**config.mk**
```make
export PLATFORM = sky130hd
export DESIGN_NAME = mem_access_ctrl
export DESIGN_NICKNAME = d
export VERILOG_FILES = /design/src/rtl/arm_mem_pkg.sv /design/src/rtl/mem_wait_counter.sv /design/src/rtl/mem_access_ctrl.sv
export SDC_FILE = /design/constraint.sdc
export NUM_CORES = 1
export LEC_CHECK = 0
export CAP_MARGIN = 5
export CORE_AREA = 8 8 120 122
export DETAILED_ROUTE_END_ITERATION = 8
export DIE_AREA = 0 0 128 130
export PLACE_DENSITY = 0.74
export SETUP_SLACK_MARGIN = 0.2
export SLEW_MARGIN = 40
export SYNTH_ARGS = -nofsm -noshare
export SYNTH_HDL_FRONTEND = slang
export SYNTH_HIERARCHICAL = 1
export SYNTH_SLANG_ARGS = --single-unit
```
**constraint.sdc**
```tcl
create_clock -name clk -period 2.1 [get_ports clk]
set_input_delay 0.42 -clock clk [delete_from_list [all_inputs] [get_ports clk]]
set_output_delay 0.42 -clock clk [all_outputs]
set_load 0.03 [all_outputs]
```
**src/rtl/arm_mem_pkg.sv**
```systemverilog
// Shared definitions for the data-memory access path: controller FSM states,
// data-memory placement and the address legality helper.
package arm_mem_pkg;

    localparam int MEMORY_START_POSITION = 1024;
    localparam int MEMORY_WORDS          = 64;

    // First byte address past the end of the data memory window.
    localparam logic [31:0] MEMORY_END_POSITION =
        32'(MEMORY_START_POSITION + MEMORY_WORDS * 4);

    typedef enum logic [1:0] {
        IDLE   = 2'd0,
        ACCESS = 2'd1,
        DONE   = 2'd2
    } mem_state_t;

    // True when a byte address falls outside the data memory window or is not
    // word aligned.
    function automatic logic addr_fault(input logic [31:0] addr);
        return (addr < 32'(MEMORY_START_POSITION)) ||
               (addr >= MEMORY_END_POSITION) ||
               (addr[1:0] != 2'b00);
    endfunction

endpackage

```
**src/rtl/mem_wait_counter.sv**
```systemverilog
// Down-counter that times the memory wait states: loadable, decrements by one
// on request and flags when it has reached zero.
module mem_wait_counter #(
    parameter int WIDTH = 3
) (
    input  logic             clk,
    input  logic             rst,
    input  logic             load,
    input  logic [WIDTH-1:0] load_value,
    input  logic             dec,
    output logic             zero
);

    logic [WIDTH-1:0] count;

    // Load takes priority over decrement; the count never wraps below zero.
    always_ff @(posedge clk) begin
        if (rst) begin
            count <= '0;
        end else if (load) begin
            count <= load_value;
        end else if (dec && (count != '0)) begin
            count <= count - 1'b1;
        end
    end

    assign zero = (count == '0);

endmodule

```
**src/rtl/mem_access_ctrl.sv**
```systemverilog
// Pipeline MEM-stage to data-memory access controller.
// Latches a read or write request, holds the memory strobes for WAIT_CYCLES
// cycles while freezing the pipeline, then pulses ready for one cycle.
// Optional build macro MEM_ADDR_CHECK_EN: out-of-range or misaligned requests
// skip the memory access and complete immediately with fault asserted.
module mem_access_ctrl
    import arm_mem_pkg::*;
#(
    parameter int WAIT_CYCLES = 4
) (
    input  logic        clk,
    input  logic        rst,
    input  logic        MEM_r_en,
    input  logic        MEM_w_en,
    input  logic [31:0] address,
    input  logic [31:0] data_in,
    output logic [31:0] data_out,
    output logic        freeze,
    output logic        ready,
    output logic        fault,
    output logic        mem_r_en,
    output logic        mem_w_en,
    output logic [31:0] mem_address,
    output logic [31:0] mem_data_in,
    input  logic [31:0] mem_data_out
);

    localparam int CNT_W = $clog2(WAIT_CYCLES + 1);

    mem_state_t  state;
    mem_state_t  next_state;

    logic [31:0] lat_addr;
    logic [31:0] lat_data;
    logic        lat_read;
    logic        lat_write;

    logic        request;
    logic        req_fault;
    logic        cnt_load;
    logic        cnt_dec;
    logic        cnt_zero;

    assign request = MEM_r_en | MEM_w_en;

`ifdef MEM_ADDR_CHECK_EN
    logic lat_fault;
    assign req_fault = addr_fault(address);
`else
    assign req_fault = 1'b0;
`endif

    mem_wait_counter #(
        .WIDTH(CNT_W)
    ) u_wait_counter (
        .clk       (clk),
        .rst       (rst),
        .load      (cnt_load),
        .load_value(CNT_W'(WAIT_CYCLES - 1)),
        .dec       (cnt_dec),
        .zero      (cnt_zero)
    );

    // State register.
    always_ff @(posedge clk) begin
        if (rst) begin
            state <= IDLE;
        end else begin
            state <= next_state;
        end
    end

    // Capture the request when it is accepted; a simultaneous read and write
    // is treated as a write only.
    always_ff @(posedge clk) begin
        if (rst) begin
            lat_addr  <= '0;
            lat_data  <= '0;
            lat_read  <= 1'b0;
            lat_write <= 1'b0;
        end else if ((state == IDLE) && request) begin
            lat_addr  <= address;
            lat_data  <= data_in;
            lat_read  <= MEM_r_en & ~MEM_w_en;
            lat_write <= MEM_w_en;
        end
    end

`ifdef MEM_ADDR_CHECK_EN
    // Remember whether the accepted request was illegal so DONE can flag it.
    always_ff @(posedge clk) begin
        if (rst) begin
            lat_fault <= 1'b0;
        end else if ((state == IDLE) && request) begin
            lat_fault <= req_fault;
        end
    end
`endif

    // Load result: captured on the edge leaving the last ACCESS cycle, cleared
    // by a faulting read, otherwise held.
    always_ff @(posedge clk) begin
        if (rst) begin
            data_out <= '0;
        end else if ((state == ACCESS) && cnt_zero && lat_read) begin
            data_out <= mem_data_out;
        end else if ((state == IDLE) && MEM_r_en && !MEM_w_en && req_fault) begin
            data_out <= '0;
        end
    end

    // Next-state logic and all handshake/memory-side outputs; reset forces the
    // outputs low so an aborted access never strobes the memory.
    always_comb begin
        next_state  = state;
        freeze      = 1'b0;
        ready       = 1'b0;
        fault       = 1'b0;
        mem_r_en    = 1'b0;
        mem_w_en    = 1'b0;
        mem_address = '0;
        mem_data_in = '0;
        cnt_load    = 1'b0;
        cnt_dec     = 1'b0;

        case (state)
            IDLE: begin
                if (request) begin
                    freeze = 1'b1;
                    if (req_fault) begin
                        next_state = DONE;
                    end else begin
                        next_state = ACCESS;
                        cnt_load   = 1'b1;
                    end
                end
            end
            ACCESS: begin
                freeze      = 1'b1;
                mem_address = lat_addr;
                mem_data_in = lat_data;
                mem_r_en    = lat_read;
                // A single write strobe in the final wait cycle.
                mem_w_en    = lat_write & cnt_zero;
                cnt_dec     = ~cnt_zero;
                if (cnt_zero) begin
                    next_state = DONE;
                end
            end
            DONE: begin
                ready      = 1'b1;
`ifdef MEM_ADDR_CHECK_EN
                fault      = lat_fault;
`endif
                next_state = IDLE;
            end
            default: begin
                next_state = IDLE;
            end
        endcase

        if (rst) begin
            freeze      = 1'b0;
            ready       = 1'b0;
            fault       = 1'b0;
            mem_r_en    = 1'b0;
            mem_w_en    = 1'b0;
            mem_address = '0;
            mem_data_in = '0;
            cnt_load    = 1'b0;
            cnt_dec     = 1'b0;
        end
    end

endmodule

```
# ---- After elaboration in Yosys (flattened, before gate mapping)
# Cells that the tools add are included.
dict set report totals {
  register_bits 103
  in_bits 100
  elab_cells 50
}
dict set report classes {
  add_sub_neg 1
  eq_ne 4
  n_mux 22
  bitwise 5
  reduce_logical 10
}
# operator n
set ops {}
lappend ops {{32-bit two-way mux} 4}
lappend ops {{1-bit two-way mux} 12}
lappend ops {{2-bit two-way mux} 4}
lappend ops {{1-bit logical AND} 4}
lappend ops {{2-bit != test, second input constant} 2}
lappend ops {{2-bit case mux with 2 select lines} 1}
lappend ops {{3-bit logical NOT} 1}
lappend ops {{3-bit nonzero test} 1}
lappend ops {{3-bit by 1-bit subtractor with 3-bit output, second input constant} 1}
lappend ops {{1-bit bitwise AND} 2}
lappend ops {{2-bit by 1-bit equality test with 1-bit output, second input constant} 1}
lappend ops {{2-bit equality test, second input constant} 1}
lappend ops {{2-bit logical NOT} 1}
lappend ops {{1-bit NOT} 2}
lappend ops {{1-bit case mux with 2 select lines} 1}
lappend ops {{2-bit AND reduction} 1}
lappend ops {{2-bit nonzero test} 1}
lappend ops {{2-bit OR reduction} 1}
lappend ops {{1-bit OR} 1}

# ---- Longest topological paths before layout
# Gate-level depths: netlist (run 1).
dict set report depth {
  word_depth 7
  ltp_mapped 8
  ltp_nobuf 7
}

# ---- By module
# The synthesis (run 1) kept the hierarchy.
# mod instances cells_each area_each_um2
set modules_own_cells {}
lappend modules_own_cells {mem_access_ctrl 1 514 4699.5}
lappend modules_own_cells {mem_wait_counter 1 21 182.7}

# ---- Least setup slack after synthesis (run 1)
# Ideal clock, no wire load.
dict set report synth_timing {
  path_type {input port to output port}
  from {in rst}
  to {out ready}
  t_arrival_ps 1445
  t_required_ps 1680
  setup_slack_ps 235
  cell_stages 3
  n_path_buf 2
  path_cell_list {buf_2 > buf_4 > nor3b_1}
}
dict set report synth_via {
  elab_chain_cells 1
}
# item line
set synth_rtl {}
lappend synth_rtl {{start, declared} mem_access_ctrl.sv:12} ;# input logic rst,
lappend synth_rtl {{1-bit two-way mux} mem_access_ctrl.sv:162} ;# if (rst) begin
lappend synth_rtl {{end, declared} mem_access_ctrl.sv:19} ;# output logic ready,
# No other way between the ends.

# ---- Worst setup path in the final report (run 1)
dict set report layout_timing {
  from {reg state[0]}
  to {out mem_data_in[16]}
}
dict set report layout_via {
  elab_chain_cells 3
}
# item line
set layout_rtl {}
lappend layout_rtl {{start, declared} mem_access_ctrl.sv:30} ;# mem_state_t state;
lappend layout_rtl {{start signal, assigned} mem_access_ctrl.sv:69} ;# state <= next_state;
lappend layout_rtl {{2-bit by 1-bit equality test with 1-bit output} mem_access_ctrl.sv:126} ;# case (state)
lappend layout_rtl {{32-bit two-way mux} mem_access_ctrl.sv:126}
lappend layout_rtl {{32-bit two-way mux} mem_access_ctrl.sv:162}
lappend layout_rtl {{end, declared} mem_access_ctrl.sv:24} ;# output logic [31:0] mem_data_in,
# No other way between the ends.

==> results.py, run 1 <==
metrics = {
    "run_status": {
        "run_status": "completed",
    },
    "timing": {
        "fin_worst_skew_ns": 0.00493,
        "timing.fmax_mhz": 522,
        "period_needed_ns": 1.91,
        "rsz0062_at_grt": "true",
        "min_period_over_period": 0.912,
        "setup_viol": 0,
        "setup_ws_ns": 0.185,
        "slew_headroom": 0.656,
        "drv_slew": 0,
        "whs_ns": 0.457,
        "worst_slew_pin_slew_ns": 0.517,
        "hold_violations": 0,
        "fin_tns_setup_ns": 0,
    },
    "floorplanning": {
        "initial_core_util": 0.393,
        "die_y_um": 130,
        "io-pin-count": 201,
        "fp.dieArea_um2": 16600,
        "rows": 41,
        "core-area_um2": 12400,
        "chipWidth_um": 128,
    },
    "clock_tree": {
        "clock_sinks": 103,
        "clk_pin_slew_ns": 0.06,
        "cts_buffers": 9,
        "clock_latency_ns": 0.34,
        "cts-root-buf": "clkbuf_16",
        "cts_buffer_depth": 2,
        "htreeDepth": 3,
        "hold_buffers": 0,
        "cts_tree": "done",
    },
    "worst_setup_path": {
        "worstSetupStartpointType": "flop",
        "critPathRequiredTime_ns": 1.68,
        "crit_family": "buffers and inverters",
        "cp-end-kind": "primary output",
        "cpPeakStageDelay_ns": 0.35,
        "critPathSlowestCell": "dfxtp_2",
        "crit_path_cell_trace": "nor3b_4 -> buf_6 -> buf_12 -> and2_1 -> buf_4",
        "crit_buf_inv": 3,
        "path_class": "flop to primary output",
        "crit_path_max_fanout": 30,
        "arrival_ns": 1.49,
    },
    "place": {
        "dp_hpwl_mm": 9.66,
        "place_ws_ns": 0.0726,
        "portBuffers": 199,
        "place.gp.congestion": 0.747,
        "dp_cells": 879,
    },
    "synthesis": {
        "ys_ff_latch": 103,
        "yosys_warnings": 6,
        "ys_seq_area_frac": 0.422,
        "avgSynthCellArea_um2": 9.13,
        "ys_types": 32,
        "synth_area_um2": 4880,
        "syn_inst": 535,
    },
    "power": {
        "p_per_area_nw_per_um2": 698,
        "total_power_mw": 5.05,
        "leakagePower_nw": 2.97,
        "peakVddDrop_mv": 0.356,
    },
    "worst_hold_path": {
        "hold_class": "flop to flop",
    },
    "route": {
        "totalWireLength_mm": 13.2,
        "viasPerCell": 4.56,
        "routedWlPerCell_um": 14.8,
        "dr_total_vias": 4089,
        "drc": 0,
        "drt_iter0_markers": 184,
        "final_antenna_net_count": 0,
        "drt_pass1_iterations": 5,
    },
    "final_layout": {
        "final_cells": 897,
        "nets": 824,
        "diodes": 0,
        "syn2layout_area_growth_pct": 48.1,
        "fillers": 1091,
        "drive_above_1_share": 0.159,
    },
    "flow_run": {
        "maxCapViolations": 0,
    },
    "grt": {
        "grt_pass1_vias": 4233,
        "track_usage": 0.158,
        "overflow": 0,
        "grt_pass1_wl_mm": 21.0,
        "grt_max_degree": 74,
        "antenna_found_initial": 0,
    },
}
## final cells by class
class                           count  area, um^2  area share
Inverter                            4        15.0     0.00208
Multi-Input combinational cell    390        2540       0.352
Tap cell                          172         215      0.0298
Clock buffer                       11         253      0.0350
Timing Repair Buffer              214        2090       0.290
Sequential cell                   103        2070       0.286
Clock inverter                      3        43.8     0.00606
## per-layer routing
layer / vias up / part of all wire / GRT usage
met5: - / 0 / 0
met4: 0 / 0.024 / 0.0727
met3: 18 / 0.065 / 0.0473
met2: 122 / 0.49 / 0.273
met1: 1879 / 0.42 / 0.175
li1: 2070 / - / -
## registers in the layout (all words and copies together) (netlist names)
name / flops
lat_addr: 32
state: 2
data_out: 32
lat_read: 1
lat_write: 1
lat_data: 32
u_wait_counter/count: 3
## cell usage after synthesis, drive strengths merged
cell type	n	area [um^2]
a21bo	1	10.0
o21bai	1	7.51
and2b	1	7.51
nand3b	2	15.0
a31oi	2	12.5
o21ai	1	5.00
or3	2	12.5
xnor2	1	8.76
nand2	67	251
and2	66	413
o21a	2	22.5
nand2b	129	815
nor2	2	10.0
nand4b	1	8.76
nor3b	3	33.8
clkbuf	19	71.3
nor3	2	10.0
ha	2	25.0
buf	21	225
conb	2	7.51
and3	1	6.26
inv	4	15.0
dfxtp	103	2060
and4b	1	11.3
mux2i	64	641
a21oi	35	175
## final timing paths
check        slack, ns          from  depth (start not counted)                       to
min               0.46  data_out[28]                          2             data_out[28]
max               0.19      state[0]                          5          mem_data_in[16]
min reg2reg       0.46  data_out[28]                          2             data_out[28]
max reg2reg       0.33      state[0]                          8  u_wait_counter/count[2]
## timing repair
item,4_1_cts,5_1_grt
gates resized for setup,34,5
pin swaps,2,1
cloned,1,0
setup endpoints to repair,66,67
buffers inserted,3,0
## tightest hold or removal path: stages (launching register included)
cell     delay (ns)
dfxtp_1        0.31
nand2_1        0.05
a21oi_1        0.05
## where the power goes
| part | switching, mW | total, mW | internal [mW] |
|---|---|---|---|
| Clock | 0.687 | 1.66 | 0.976 |
| Combinational | 0.544 | 1.15 | 0.607 |
| Sequential | 0.0967 | 2.23 | 2.14 |
## through the flow
stage / instance area (um^2) / utilization
final: 7230 / 0.582
after global routing: 7230 / 0.582
after CTS: 7220 / 0.581
after detailed placement: 6770 / 0.546
after global placement: 6770 / 0.546
after floorplan: 4890 / -
## cells by family (layout without fill, tap and decap cells)
logic type / Yosys count / after routing / synth area share
adder cells (fa/ha/maj): 2 / 2 / 0.00512
AO/OA/AOI/OAI: 42 / 42 / 0.0477
XOR/XNOR: 1 / 1 / 0.00179
AND/OR/NAND/NOR: 277 / 277 / 0.326
flip-flops: 103 / 103 / 0.422
other: 2 / 4 / 0.00154
buffers and inverters: 44 / 232 / 0.0638
multiplexers: 64 / 64 / 0.131
## cell usage in the layout (no fill, tap or decap), types with 9 or more instances in the layout
master and n:
clkdlybuf4s50_1 130, nand2b_1 128, dfxtp_1 101, nand2_1 67
mux2i_1 64, and2_1 59, buf_4 57, a21oi_1 35
buf_6 20, clkbuf_16 9
Power figures use the tool's default switching activity.
==> run 2: changes to the inputs <==
ABC_AREA = 1   (was not set)
CORE_AREA = 8 8 122 124   (was 8 8 120 122)
DIE_AREA = 0 0 130 132   (was 0 0 128 130)
PLACE_DENSITY = 0.73   (was 0.74)
RECOVER_POWER = 100   (was not set)
SKIP_LAST_GASP = 1   (was not set)
==> results.py, run 2 <==
metrics = {
    "run_status": {
        "run_status": "completed",
    },
    "worst_setup_path": {
        "crit_path_max_fanout": 18,
        "critPathRequiredTime_ns": 1.68,
        "cpPeakStageDelay_ns": 0.35,
        "r2r-end": "lat_data[3]",
        "crit_path_cell_trace": "inv_2 -> nor2_4 -> nand2_4 -> buf_6 -> nor2_1 -> clkbuf_2",
        "crit_family": "buffers and inverters",
        "cp-end-kind": "primary output",
        "arrival_ns": 1.54,
        "reg2reg_depth": 6,
        "path_class": "flop to primary output",
        "crit_buf_inv": 3,
        "r2r_start": "state[0]",
        "critPathSlowestCell": "dfxtp_4",
        "worstSetupStartpointType": "flop",
        "reg2reg_slack_ns": 0.25,
    },
    "final_layout": {
        "layout_commonest_cell": "nor2_1",
        "diodes": 0,
        "final_cell_mix": "nor2_1, inv_1, nand2_1",
        "largest_registers": "data_out: 32 flops, lat_addr: 32 flops, lat_data: 32 flops",
        "nets": 1112,
        "syn2layout_area_growth_pct": 46.9,
        "fin_util": 0.569,
        "final_cells": 1191,
        "drive_above_1_share": 0.126,
    },
    "synthesis": {
        "syn_inst": 828,
        "synth_area_um2": 5030,
        "synth_edf_count": 0,
        "avgSynthCellArea_um2": 6.08,
        "ys_top_cells_by_area": "dfxtp_1, nor2_1, inv_1",
        "yosysMostFrequentCell": "nor2_1",
        "synthFlopType": "dfxtp_1",
        "yosysTopAreaCellShare": 0.410,
        "yosysTopAreaCell": "dfxtp_1",
        "ys_types": 18,
        "synthArstFlopShare": 0,
        "yosys_warnings": 6,
        "ys_seq_area_frac": 0.410,
        "synth_common_cells": "nor2_1, inv_1, nand2_1",
        "ys_ff_latch": 103,
    },
    "grt": {
        "grt_pass1_vias": 4798,
        "overflow": 0,
        "antenna_found_initial": 0,
        "grt_pass1_wl_mm": 24.4,
        "grt_max_degree": 99,
        "track_usage": 0.178,
    },
    "floorplanning": {
        "die_y_um": 132,
        "core-area_um2": 13000,
        "initial_core_util": 0.388,
        "io-pin-count": 201,
        "chipWidth_um": 130,
        "rows": 42,
        "fp.dieArea_um2": 17200,
    },
    "power": {
        "pwr-share-comb": 0.294,
        "leakagePower_nw": 3.86,
        "power_frac_seq": 0.420,
        "power_frac_clock": 0.285,
        "switchingPower_mw": 1.82,
        "swShare": 0.333,
        "power.internal_mw": 3.64,
        "p_per_area_nw_per_um2": 739,
        "peakVddDrop_mv": 0.441,
    },
    "worst_hold_path": {
        "holdPathStages": 2,
        "hold_end": "data_out[19]",
        "hold_path.startpoint": "data_out[19]",
        "hold_class": "flop to flop",
    },
    "clock_tree": {
        "cts_buffers": 9,
        "htreeDepth": 3,
        "hold_buffers": 0,
        "clk_pin_slew_ns": 0.07,
        "cts-root-buf": "clkbuf_16",
        "cts_tree": "done",
        "clock_latency_ns": 0.34,
        "cts_buffer_depth": 2,
        "clock_sinks": 103,
    },
    "timing": {
        "fin_tns_setup_ns": 0,
        "rsz0062_at_grt": "true",
        "drv_slew": 0,
        "period_needed_ns": 1.96,
        "worst_slew_pin_slew_ns": 0.801,
        "hold_violations": 0,
        "slew_headroom": 0.466,
        "whs_ns": 0.475,
        "timing.fmax_mhz": 511,
        "setup_viol": 0,
        "min_period_over_period": 0.932,
        "fin_worst_skew_ns": 0.00610,
    },
    "route": {
        "viasPerCell": 4.35,
        "final_antenna_net_count": 0,
        "dr_total_vias": 5175,
        "drt_pass1_iterations": 4,
        "drc": 0,
        "routedWlPerCell_um": 12.8,
        "drt_iter0_markers": 308,
        "totalWireLength_mm": 15.3,
    },
    "place": {
        "portBuffers": 199,
        "dp_cells": 1169,
        "dp_hpwl_mm": 10.2,
        "place.gp.congestion": 0.810,
    },
    "flow_run": {
        "maxCapViolations": 0,
    },
}
==> run 2: metrics by stage <==
step / total power, mW / worst slack, ns / instance area [um^2]
finish: 5.46 / 0.144 / 7390
global route: 5.82 / 0.0385 / 7390
CTS: 5.57 / 0.150 / 7460
detailed placement: 3.91 / 0.0649 / 7000
global placement: 3.89 / 0.0828 / 7000
floorplan: 3.35 / 0.248 / 5040
==> run 2: how the worst max path moves through the flow <==
stage / start / depth (start not counted) / to / slack (ns)
final: state[0] / 6 / mem_data_in[21] / 0.14
after global routing: state[0] / 6 / mem_address[17] / 0.04
after CTS: u_wait_counter/count[0] / 6 / mem_w_en / 0.15
after detailed placement: MEM_w_en / 6 / freeze / 0.06
after global placement: MEM_w_en / 6 / freeze / 0.08
after floorplan: u_wait_counter/count[0] / 5 / mem_w_en / 0.25
==> run 2: worst register-to-register path: cells and delay by family (launching register included) <==
kind	cells	cell delay, ns
buffers and inverters	2	0.83
DFF	1	0.35
and+or+nand+nor	4	0.59
==> run 2: cells by family (layout without fill, tap and decap cells) <==
kind of cell	count (synthesis)	count (layout)	share of synthesized area
other	2	4	0.00149
and+or+nand+nor	492	492	0.395
DFF	103	103	0.410
adders and majority gates	2	2	0.00497
buffers and inverters	224	409	0.184
AOI/OAI and AO/OA	5	5	0.00497
==> run 2: area by class of cell <==
| class | count | area, um^2 |
|---|---|---|
| clock inverter | 6 | 36.3 |
| timing repair buffer | 217 | 1960 |
| tap | 176 | 220 |
| clock buffer | 10 | 239 |
| multi-input combinational | 503 | 2200 |
| sequential | 103 | 2070 |
| inverter | 176 | 661 |
| fill | 1326 | 5590 |
==> run 2: timing repair <==
action	in CTS	in global routing
pin swaps	3	3
endpoints found under the setup margin	67	66
buffers inserted	3	0
gates cloned	3	0
gates resized for setup	25	43
==> run 2: routing by layer <==
metal / global-route usage / part of all wire / wire, um
met4: 0.0697 / 0.024 / 359
met2: 0.303 / 0.49 / 7410
met3: 0.0384 / 0.057 / 871
met1: 0.210 / 0.43 / 6610
met5: 0 / 0 / 0
==> run 2: power groups by stage <==
| stage | combinational (mW) | sequential (mW) | clock [mW] |
|---|---|---|---|
| floorplan | 0.961 | 2.38 | 0 |
| global placement | 1.55 | 2.33 | 0 |
| detailed placement | 1.56 | 2.34 | 0 |
| CTS | 1.66 | 2.30 | 1.60 |
| global route | 1.80 | 2.32 | 1.69 |
| finish | 1.61 | 2.30 | 1.56 |
==> run 3: changes to the inputs <==
SETUP_SLACK_MARGIN = not set   (was 0.2)
==> results.py, run 3 (synthesized netlist as in run 2, its figures left out) <==
metrics = {
    "run_status": {
        "run_status": "completed",
    },
    "timing": {
        "setup_viol": 0,
        "whs_ns": 0.481,
        "timing.fmax_mhz": 498,
        "fin_tns_setup_ns": 0,
        "drv_slew": 0,
        "setup_ws_ns": 0.0916,
        "period_needed_ns": 2.01,
        "rsz0062_at_grt": "false",
        "hold_violations": 0,
        "fin_worst_skew_ns": 0.00546,
        "min_period_over_period": 0.956,
    },
    "grt": {
        "antenna_found_initial": 0,
        "grt_max_degree": 99,
        "grt_pass1_wl_mm": 23.6,
        "overflow": 0,
        "track_usage": 0.171,
        "grt_pass1_vias": 4676,
    },
    "route": {
        "totalWireLength_mm": 14.6,
        "drc": 0,
        "final_antenna_net_count": 0,
        "drt_pass1_iterations": 4,
        "routedWlPerCell_um": 12.3,
        "dr_total_vias": 5087,
        "drt_iter0_markers": 305,
        "viasPerCell": 4.29,
    },
    "clock_tree": {
        "clock_latency_ns": 0.34,
        "cts_buffer_depth": 2,
        "clock_sinks": 103,
        "clk_pin_slew_ns": 0.07,
        "cts_setup_buffers": 0,
        "cts-root-buf": "clkbuf_16",
        "cts_tree": "done",
        "htreeDepth": 3,
        "hold_buffers": 0,
        "cts_buffers": 9,
    },
    "place": {
        "dp_cells": 1169,
        "place.gp.congestion": 0.810,
        "place_ws_ns": 0.0649,
        "dp_hpwl_mm": 10.2,
        "portBuffers": 199,
    },
    "worst_setup_path": {
        "critPathSlowestCell": "clkdlybuf4s50_1",
        "crit_path_cell_trace": "clkdlybuf4s50_1 -> inv_1 -> nand2_2 -> nand2_1 -> a21oi_2 -> buf_4",
        "critPathRequiredTime_ns": 1.68,
        "cp-end-kind": "primary output",
        "path_class": "input port to primary output",
        "crit_family": "buffers and inverters",
        "crit_path_max_fanout": 4,
        "crit_buf_inv": 3,
        "cpPeakStageDelay_ns": 0.51,
        "worstSetupStartpointType": "input port",
        "arrival_ns": 1.59,
    },
    "final_layout": {
        "largest_registers": "data_out: 32 flops, lat_addr: 32 flops, lat_data: 32 flops",
        "layout_commonest_cell": "nor2_1",
        "diodes": 0,
        "nets": 1106,
        "drive_above_1_share": 0.110,
        "syn2layout_area_growth_pct": 44.8,
        "final_cells": 1185,
        "final_cell_mix": "nor2_1, inv_1, clkdlybuf4s50_1",
        "fin_util": 0.562,
        "fillers": 1319,
    },
    "floorplanning": {
        "rows": 42,
        "core-area_um2": 13000,
        "die_y_um": 132,
        "io-pin-count": 201,
        "chipWidth_um": 130,
        "initial_core_util": 0.388,
        "fp.dieArea_um2": 17200,
    },
    "power": {
        "leakagePower_nw": 3.72,
        "peakVddDrop_mv": 0.467,
        "p_per_area_nw_per_um2": 742,
    },
    "flow_run": {
        "maxCapViolations": 0,
    },
    "worst_hold_path": {
        "hold_class": "flop to flop",
    },
}
-- run 3: changes by cell type in the layout (fill, tap and decap cells not counted), sizes merged, moves of 3 or more --
cell           previous run  this run
clkdlybuf4s50            96       131
buf                      37        80
dlygate4sd3              32         0
dlygate4sd2               3         0
clkbuf                   59        10
-- run 3: through the flow --
stage          total power, mW  cell area [um^2]
2_1_floorplan             3.35              5040
3_3_place_gp              3.89              7000
3_5_place_dp              3.91              7000
4_1_cts                   5.47              7280
5_1_grt                   5.78              7290
6_report                  5.41              7290
-- run 3: area by class of cell --
| class | count | area (um^2) | share of cell area |
|---|---|---|---|
| multi-input combinational | 503 | 2080 | 0.286 |
| sequential | 103 | 2060 | 0.283 |
| timing repair buffer | 211 | 1990 | 0.273 |
| inverter | 176 | 661 | 0.0906 |
| clock buffer | 10 | 239 | 0.0328 |
| tap | 176 | 220 | 0.0302 |
| clock inverter | 6 | 36.3 | 0.00498 |
-- run 3: what timing repair did --
| item | 4_1_cts | 5_1_grt |
|---|---|---|
| hold endpoints to repair | 0 | 0 |
| endpoints found under the setup margin | 0 | 3 |
| resized for setup | 0 | 4 |
-- run 3: worst paths after layout --
| check | start | endpoint | slack [ns] | cells past startpoint |
|---|---|---|---|---|
| max | MEM_w_en | freeze | 0.09 | 6 |
| min | data_out[17] | data_out[17] | 0.48 | 2 |
| max reg2reg | u_wait_counter/count[0] | data_out[4] | 0.49 | 9 |
| min reg2reg | data_out[17] | data_out[17] | 0.48 | 2 |
-- run 3: report_power, final --
| group | leakage, nW | internal [mW] | switching [mW] | total, mW |
|---|---|---|---|---|
| combinational | 2.74 | 0.635 | 0.920 | 1.55 |
| sequential | 0.850 | 2.18 | 0.114 | 2.30 |
| clock | 0.138 | 0.830 | 0.728 | 1.56 |
| total | 3.72 | 3.65 | 1.76 | 5.41 |
-- run 3: tightest hold or removal path: stages (launching register included) --
cell and delay [ns]:
dfxtp_1 0.32, nor2_1 0.05, nor2_1 0.08
-- run 3: per-layer routing --
layer	GRT usage	wire (um)
met5	0	0
met1	0.203	6410
met2	0.289	6950
met4	0.0697	361
met3	0.0384	842
